**src/rtl/pipe_pkg.sv**
```systemverilog
// Shared definitions for the pipeline stage registers: FSM state encoding
// and the default bundle width of each classic stage boundary.
package pipe_pkg;

    typedef enum logic [1:0] {
        EMPTY = 2'b00,
        ONE   = 2'b01,
        TWO   = 2'b11
    } pipe_state_e;

    localparam int IF_ID_W  = 64;
    localparam int ID_EX_W  = 150;
    localparam int EX_MEM_W = 107;
    localparam int MEM_WB_W = 107;

    function automatic logic [1:0] occ_of(input pipe_state_e st);
        case (st)
            ONE:     return 2'd1;
            TWO:     return 2'd2;
            default: return 2'd0;
        endcase
    endfunction

endpackage

```
**src/rtl/pipe_stall_counter.sv**
```systemverilog
// Saturating event counter; shared with the other stage monitors.
module pipe_stall_counter #(
    parameter int CNTW = 16
) (
    input  logic            clk,
    input  logic            reset,
    input  logic            inc,
    output logic [CNTW-1:0] count
);

    always_ff @(posedge clk or posedge reset) begin
        if (reset) begin
            count <= '0;
        end else if (inc && (count != {CNTW{1'b1}})) begin
            count <= count + CNTW'(1);
        end
    end

endmodule

```
**src/rtl/pipe_skid_reg.sv**
```systemverilog
// Generic pipeline stage register with valid/ready handshake, optional
// 2-entry skid buffer, flush-to-bubble and a saturating stall counter.
//
//   state | meaning
//   EMPTY | nothing held, out_valid=0, main=BUBBLE
//   ONE   | main holds the oldest entry, skid=BUBBLE
//   TWO   | main and skid both full (skid mode only), in_ready=0
module pipe_skid_reg
    import pipe_pkg::*;
#(
    parameter int               WIDTH  = MEM_WB_W,
    parameter logic [0:WIDTH-1] BUBBLE = {WIDTH{1'b0}},
    parameter bit               SKID   = 1'b1,
    parameter int               CNTW   = 16
) (
    input  logic             clk,
    input  logic             reset,
    input  logic             flush,
    input  logic [0:WIDTH-1] in_data,
    input  logic             in_valid,
    output logic             in_ready,
    output logic [0:WIDTH-1] out_data,
    output logic             out_valid,
    input  logic             out_ready,
    output logic [0:1]       occ,
    output logic [0:CNTW-1]  stall_cnt
);

    pipe_state_e      state, state_nxt;
    logic [0:WIDTH-1] main_q, main_nxt;
    logic [0:WIDTH-1] skid_q, skid_nxt;
    logic             in_fire;
    logic             out_fire;

    assign out_valid = (state != EMPTY);
    assign out_data  = main_q;
    assign occ       = occ_of(state);
    assign in_fire   = in_valid && in_ready;
    assign out_fire  = out_valid && out_ready;

    always_comb begin
        state_nxt = state;
        main_nxt  = main_q;
        skid_nxt  = skid_q;
        if (flush) begin
            state_nxt = EMPTY;
            main_nxt  = BUBBLE;
            skid_nxt  = BUBBLE;
        end else begin
            case (state)
                EMPTY: begin
                    if (in_fire) begin
                        main_nxt  = in_data;
                        state_nxt = ONE;
                    end
                end
                ONE: begin
                    if (in_fire && out_fire) begin
                        main_nxt = in_data;
                    end else if (in_fire) begin
                        skid_nxt  = in_data;
                        state_nxt = TWO;
                    end else if (out_fire) begin
                        main_nxt  = BUBBLE;
                        state_nxt = EMPTY;
                    end
                end
                TWO: begin
                    if (out_fire) begin
                        main_nxt  = skid_q;
                        skid_nxt  = BUBBLE;
                        state_nxt = ONE;
                    end
                end
                default: begin
                    state_nxt = EMPTY;
                    main_nxt  = BUBBLE;
                    skid_nxt  = BUBBLE;
                end
            endcase
        end
    end

    always_ff @(posedge clk or posedge reset) begin
        if (reset) begin
            state  <= EMPTY;
            main_q <= BUBBLE;
            skid_q <= BUBBLE;
        end else begin
            state  <= state_nxt;
            main_q <= main_nxt;
            skid_q <= skid_nxt;
        end
    end

    // Skid mode registers in_ready so out_ready never reaches upstream combinationally.
    if (SKID) begin : g_skid
        logic in_ready_q;
        always_ff @(posedge clk or posedge reset) begin
            if (reset) begin
                in_ready_q <= 1'b1;
            end else begin
                in_ready_q <= (state_nxt != TWO);
            end
        end
        assign in_ready = in_ready_q;
    end else begin : g_single
        assign in_ready = !out_valid || out_ready;
    end

    pipe_stall_counter #(
        .CNTW (CNTW)
    ) u_stall_counter (
        .clk   (clk),
        .reset (reset),
        .inc   (out_valid && !out_ready),
        .count (stall_cnt)
    );

endmodule
```
**config.mk**
```make
export PLATFORM = sky130hd
export DESIGN_NAME = pipe_skid_reg
export DESIGN_NICKNAME = d
export VERILOG_FILES = /design/src/rtl/pipe_pkg.sv /design/src/rtl/pipe_stall_counter.sv /design/src/rtl/pipe_skid_reg.sv
export SDC_FILE = /design/constraint.sdc
export NUM_CORES = 1
export LEC_CHECK = 0
export CORE_ASPECT_RATIO = 1.4
export CORE_MARGIN = 1.5
export CORE_UTILIZATION = 48
export CTS_CLUSTER_DIAMETER = 30
export DETAILED_ROUTE_END_ITERATION = 10
export GPL_TIMING_DRIVEN = 1
export HOLD_SLACK_MARGIN = 0.02
export PLACE_DENSITY = 0.76
export SYNTH_ARGS = -nofsm -noshare
export SYNTH_HDL_FRONTEND = slang
export SYNTH_SLANG_ARGS = --single-unit
```
**constraint.sdc**
```tcl
create_clock -name clk -period 9.2 [get_ports clk]
set_input_delay 1.38 -clock clk [delete_from_list [all_inputs] [get_ports clk]]
set_output_delay 1.38 -clock clk [all_outputs]
set_load 0.005 [all_outputs]
```
==> flow_summary.ini, run 1 <==
[status]
status = completed

[setup_path]
crit_fanout = 69
r2r-start = in_ready
crit_start = out_ready
cp-start-kind = primary input
cp.required_ns = 9.61
crit_family = compound AO/OA/AOI/OAI gates
worst_setup_path_end_kind = flop
crit_buf_inv = 2
path_cells = clkdlybuf4s50_1 > nand3_1 > a21oi_4 > buf_4 > a22oi_1 > o2bb2ai_1
crit_type = primary input to flop
arrival_ns = 4.31
crit_path_max_incr_delay_ns = 0.89
critPathSlowestCell = a21oi_4

[power]
p_leak_nw = 6.14
peakVddDrop_uv = 130
p_per_area_nw_per_um2 = 209

[floorplanning]
core_sq_um = 21200
die_w_microns = 127
start_util = 0.488
die-area_sq_um = 22500
num_rows = 63
ios = 239
die_h_microns = 177

[timing]
max_freq_mhz = 256
min_period_ns = 3.90
setup_ws_ns = 5.30
rsz0062_at_grt = no
hold_ws_ns = 0.482
drv_slew = 0
tns_ns = 0
finalSetupViolations = 0
hold_viol_final = 0
worst_pin_slew_ns = 1.14
slew_headroom = 0.240
fin_crit_sh = 0.424
skew_ns = 0.0136

[routing]
route.detailed.drc = 0
first_pass_iters = 5
first_iter_violations = 638
wl_per_cell_microns = 19.1
postRouteAntennaNets = 0
wl_microns = 27300
via_per_inst = 5.63
vias = 8026

[clock_tree]
cts_tree = yes
clkLatencyLatePin_ns = 0.51
clk_pin_slew_worst_paths_ns = 0.05
cts_made_buffers = 39
clockBufferDepth = 3
cts_resized = 0
cts-root-buf = clkbuf_16
cts_hold_buf = 0
htreeDepth = 2
post_cts_buffers = 0
clock-sinks = 233

[yosys]
avgSynthCellArea_sq_um = 11.3
netlist_instances = 918
synthDominantCellAreaShare = 0.561
synth_seq_cells = 233
synth_ff_type = dfrtp_1
synth_area_sq_um = 10300
netlist_top_cells_area = dfrtp_1, mux2i_1, o2bb2ai_1, a22oi_1, nand2_1
synth_cell_types = 41
synthArstFlopShare = 1.00
synth_edf_count = 0
syn_nets = 1031
synth_area_leader_cell = dfrtp_1
seq_area_frac_synth = 0.564
yosysWarnings = 0

[placed_design]
gp_congestion = 0.793
portBuffers = 238
hpwl_microns = 16000
post-place-ws_ns = 4.86

[cells_and_area]
fin_nets = 1249
drive_above_1_share = 0.0823
antenna_cells = 0
area_growth_pct = 36.7

[global_route]
track_usage = 0.246
grt_max_degree = 106
grt_pass1_wl_microns = 44500
grt_pass1_vias = 8489
grt_remaining_overflow = 0
antenna_found_initial = 0

[worst_hold_path]
worstHoldPathType = flop to flop
min_from = out_data[17]

[job]
timing.max_cap.violations = 0
[area by class of cell]
type                            count  area [sq um]
Tap cell                          260           325
Clock buffer                       44          1050
Sequential cell                   233          5830
Inverter                          111           424
Fill cell                        1584          7060
Timing Repair Buffer              250          2470
Multi-Input combinational cell    501          3770
Clock inverter                     27           267
[path summary, 6_finish.rpt]
path                       depth (start not counted)            to  slack [ns]
setup reg to reg                                   5  out_data[65]        6.15
hold reg to reg                                    1  out_data[17]        0.48
min in group asynchronous                          2  out_data[53]        1.41
hold / removal                                     1  out_data[17]        0.48
max in group asynchronous                          3   out_data[6]        6.27
setup / recovery                                   6  out_data[65]        5.30
[cells by family (layout without fill, tap and decap cells)]
| kind of cell | after synthesis | count (layout) | synth area share |
|---|---|---|---|
| muxes | 108 | 108 | 0.105 |
| adders and majority gates | 1 | 1 | 0.00121 |
| AOI/OAI and AO/OA | 227 | 227 | 0.178 |
| xor gates and xnor gates | 14 | 14 | 0.0119 |
| and+or+nand+nor | 151 | 151 | 0.0657 |
| DFF | 233 | 233 | 0.564 |
| buffers and inverters | 184 | 432 | 0.0751 |
[layer usage]
metal | vias up | global-route usage | share of wire
li1 | 3659 | - | -
met1 | 4058 | 0.318 | 0.42
met2 | 270 | 0.419 | 0.50
met3 | 39 | 0.0502 | 0.062
met4 | 0 | 0.0758 | 0.020
met5 | - | 0 | 0
[cells in the mapped netlist (2+ instances only)]
library cell	n
a21o_1	2
a21oi_1	5
a22oi_1	107
buf_1	3
buf_2	33
buf_4	4
buf_6	4
clkbuf_1	29
dfrtp_1	232
inv_1	111
mux2i_1	107
nand2_1	112
nand3_1	6
nand4_1	4
nor2_1	8
nor3_1	5
nor4_1	2
o2bb2ai_1	107
or3_1	2
xor2_1	14
[state kept, by name, summed over array words and instances, names as in the netlist]
signal                 cells
state                      2
in_ready                   1
u_stall_counter.count     16
skid_q                   107
out_data                 107
[through the flow]
stage / power [mW] / instance area, sq um / std cells / util
5_1_grt: 3.07 / 14100 / 1426 / 0.667
3_3_place_gp: 1.53 / 12800 / 1355 / 0.605
6_report: 2.96 / 14100 / 1426 / 0.667
3_5_place_dp: 1.54 / 12800 / 1355 / 0.605
4_1_cts: 2.98 / 14100 / 1426 / 0.667
2_1_floorplan: 1.33 / 10300 / 918 / -
[cell usage in the layout (no fill, tap or decap), drive strengths merged, types with 9 or more instances in the layout]
cell           count
nor2               9
buf               12
clkbuf            44
mux2i            107
dfrtp            232
clkdlybuf4s50    238
clkinv            10
xor2              14
inv              121
a22oi            107
o2bb2ai          107
nand2            112
[power by group]
| group | leakage (nW) | internal [mW] | switching [mW] |
|---|---|---|---|
| Clock | 0.635 | 0.896 | 0.540 |
| Sequential | 3.16 | 1.10 | 0.0539 |
| Combinational | 2.35 | 0.198 | 0.173 |
| Total | 6.14 | 2.19 | 0.767 |
Note: power is estimated with default switching activity, not from simulation.
==> run 2: changes to the inputs <==
==> constraint.sdc (replaced) <==
create_clock -name clk -period 4 [get_ports clk]
set_input_delay 0.6 -clock clk [delete_from_list [all_inputs] [get_ports clk]]
set_output_delay 0.6 -clock clk [all_outputs]
set_load 0.005 [all_outputs]
==> run 2 against run 1 <==
Effect of this change: critical path depth is 4 lower; first-iteration DRC count is 14% lower; largest cell class unchanged; non-clock buffer count is 2 higher.
==> flow_summary.ini, run 2 (synthesis gave the netlist of run 1 again) <==
[status]
status = completed

[clock_tree]
cts_tree = yes
cts_resized = 0
clock-sinks = 233
cts_made_buffers = 39
htreeDepth = 2
cts_hold_buf = 0
clk_pin_slew_worst_paths_ns = 0.06
clockBufferDepth = 3
clkLatencyLatePin_ns = 0.50
post_cts_buffers = 0
cts-root-buf = clkbuf_16

[floorplanning]
die_h_microns = 177
start_util = 0.488
die-area_sq_um = 22500
die_w_microns = 127
num_rows = 63
core_sq_um = 21200
ios = 239

[routing]
vias = 8010
postRouteAntennaNets = 0
wl_per_cell_microns = 19.1
wl_microns = 27300
route.detailed.drc = 0
via_per_inst = 5.61
first_pass_iters = 5
first_iter_violations = 548

[setup_path]
crit_path_max_incr_delay_ns = 0.69
r2r-start = state[1]
arrival_ns = 2.48
crit_type = flop to output port
crit_start = state[1]
cp-start-kind = flop
crit_fanout = 50
critPathSlowestCell = dfrtp_1
worst_setup_path_end_kind = output port
path_cells = and2_4 > clkdlybuf4s50_1
cp.required_ns = 3.40

[placed_design]
hpwl_microns = 16000
dpl_cell_area_sq_um = 12900
gp_congestion = 0.813
post-place-ws_ns = 0.978
portBuffers = 238
placed_cells = 1357

[cells_and_area]
layout.cells.non_filler = 1429
fill_cells = 1551
drive_above_1_share = 0.0813
fin_util = 0.672
design_area_sq_um = 14200
final_common_cell = clkdlybuf4s50_1
area_growth_pct = 37.6
fin_nets = 1251
final-seq-area_sq_um = 5830
layout_common_cells = clkdlybuf4s50_1, dfrtp_1, nand2_1
multi_input_area_sq_um = 3770

[power]
peakVddDrop_uv = 370
p_per_area_nw_per_um2 = 487
p_leak_nw = 6.20

[timing]
worst_pin_slew_ns = 0.858
tns_ns = 0
hold_viol_final = 0
max_freq_mhz = 325
skew_ns = 0.00909
setup_ws_ns = 0.923
min_period_ns = 3.08
rsz0062_at_grt = no
finalSetupViolations = 0
drv_slew = 0
slew_headroom = 0.428
fin_crit_sh = 0.769

[global_route]
grt_pass1_wl_microns = 44600
grt_max_degree = 123
grt_pass1_vias = 8463
track_usage = 0.248
antenna_found_initial = 1
grt_remaining_overflow = 0

[job]
timing.max_cap.violations = 0

[worst_hold_path]
worstHoldPathType = primary input to asynchronous set/reset pin
## run 2: cell count changes in the layout (fill, tap and decap cells not counted), sizes merged
cell,delta
clkinv,+2
bufinv,+2
inv,-10
buf,+2
clkinvlp,-3
diode,+1
clkbuf,+9
## run 2: per-stage QoR
| stage | power [mW] | hold slack (ns) |
|---|---|---|
| floorplan | 3.07 | 0.479 |
| global placement | 3.53 | 0.470 |
| detailed placement | 3.54 | 0.473 |
| CTS | 7.00 | 0.470 |
| global route | 7.20 | 0.493 |
| finish | 6.93 | 0.480 |
## run 2: worst paths after layout
kind                                             endpoint  depth (start not counted)  slack, ns
worst max-delay path                               occ[0]                          2       0.92
worst min-delay path            u_stall_counter.count[12]                          2       0.48
worst max register to register               out_data[37]                          4       1.47
worst min register to register              out_data[105]                          1       0.48
max in group asynchronous                      skid_q[44]                          3       2.52
min in group clk                            out_data[105]                          1       0.48
## run 2: cell type report
type	instances	share of cell area
sequential	233	0.410
inverter	111	0.0295
clock inverter	18	0.0156
antenna	1	0.000176
multi-input combinational	501	0.265
tap	260	0.0228
timing repair buffer	252	0.177
clock buffer	53	0.0801
## run 2: critical path: cells and delay by family, from the launching register on
family,cells,cell delay (ns)
buffers and inverters,1,0.62
flip-flops,1,0.69
AND/OR/NAND/NOR,1,0.66
## run 2: power breakdown
group          total, mW  leakage, nW  switching (mW)  internal [mW]
clock network       3.43        0.671            1.16           2.26
logic              0.864         2.37           0.403          0.461
registers           2.64         3.16           0.119           2.52
total               6.93         6.20            1.68           5.25
## run 2: metal layers
| metal | vias up | part of all wire | GRT usage |
|---|---|---|---|
| li1 | 3664 | - | - |
| met1 | 4038 | 0.41 | 0.308 |
| met2 | 252 | 0.50 | 0.416 |
| met3 | 56 | 0.065 | 0.0641 |
| met4 | 0 | 0.031 | 0.0952 |
| met5 | - | 0 | 0 |
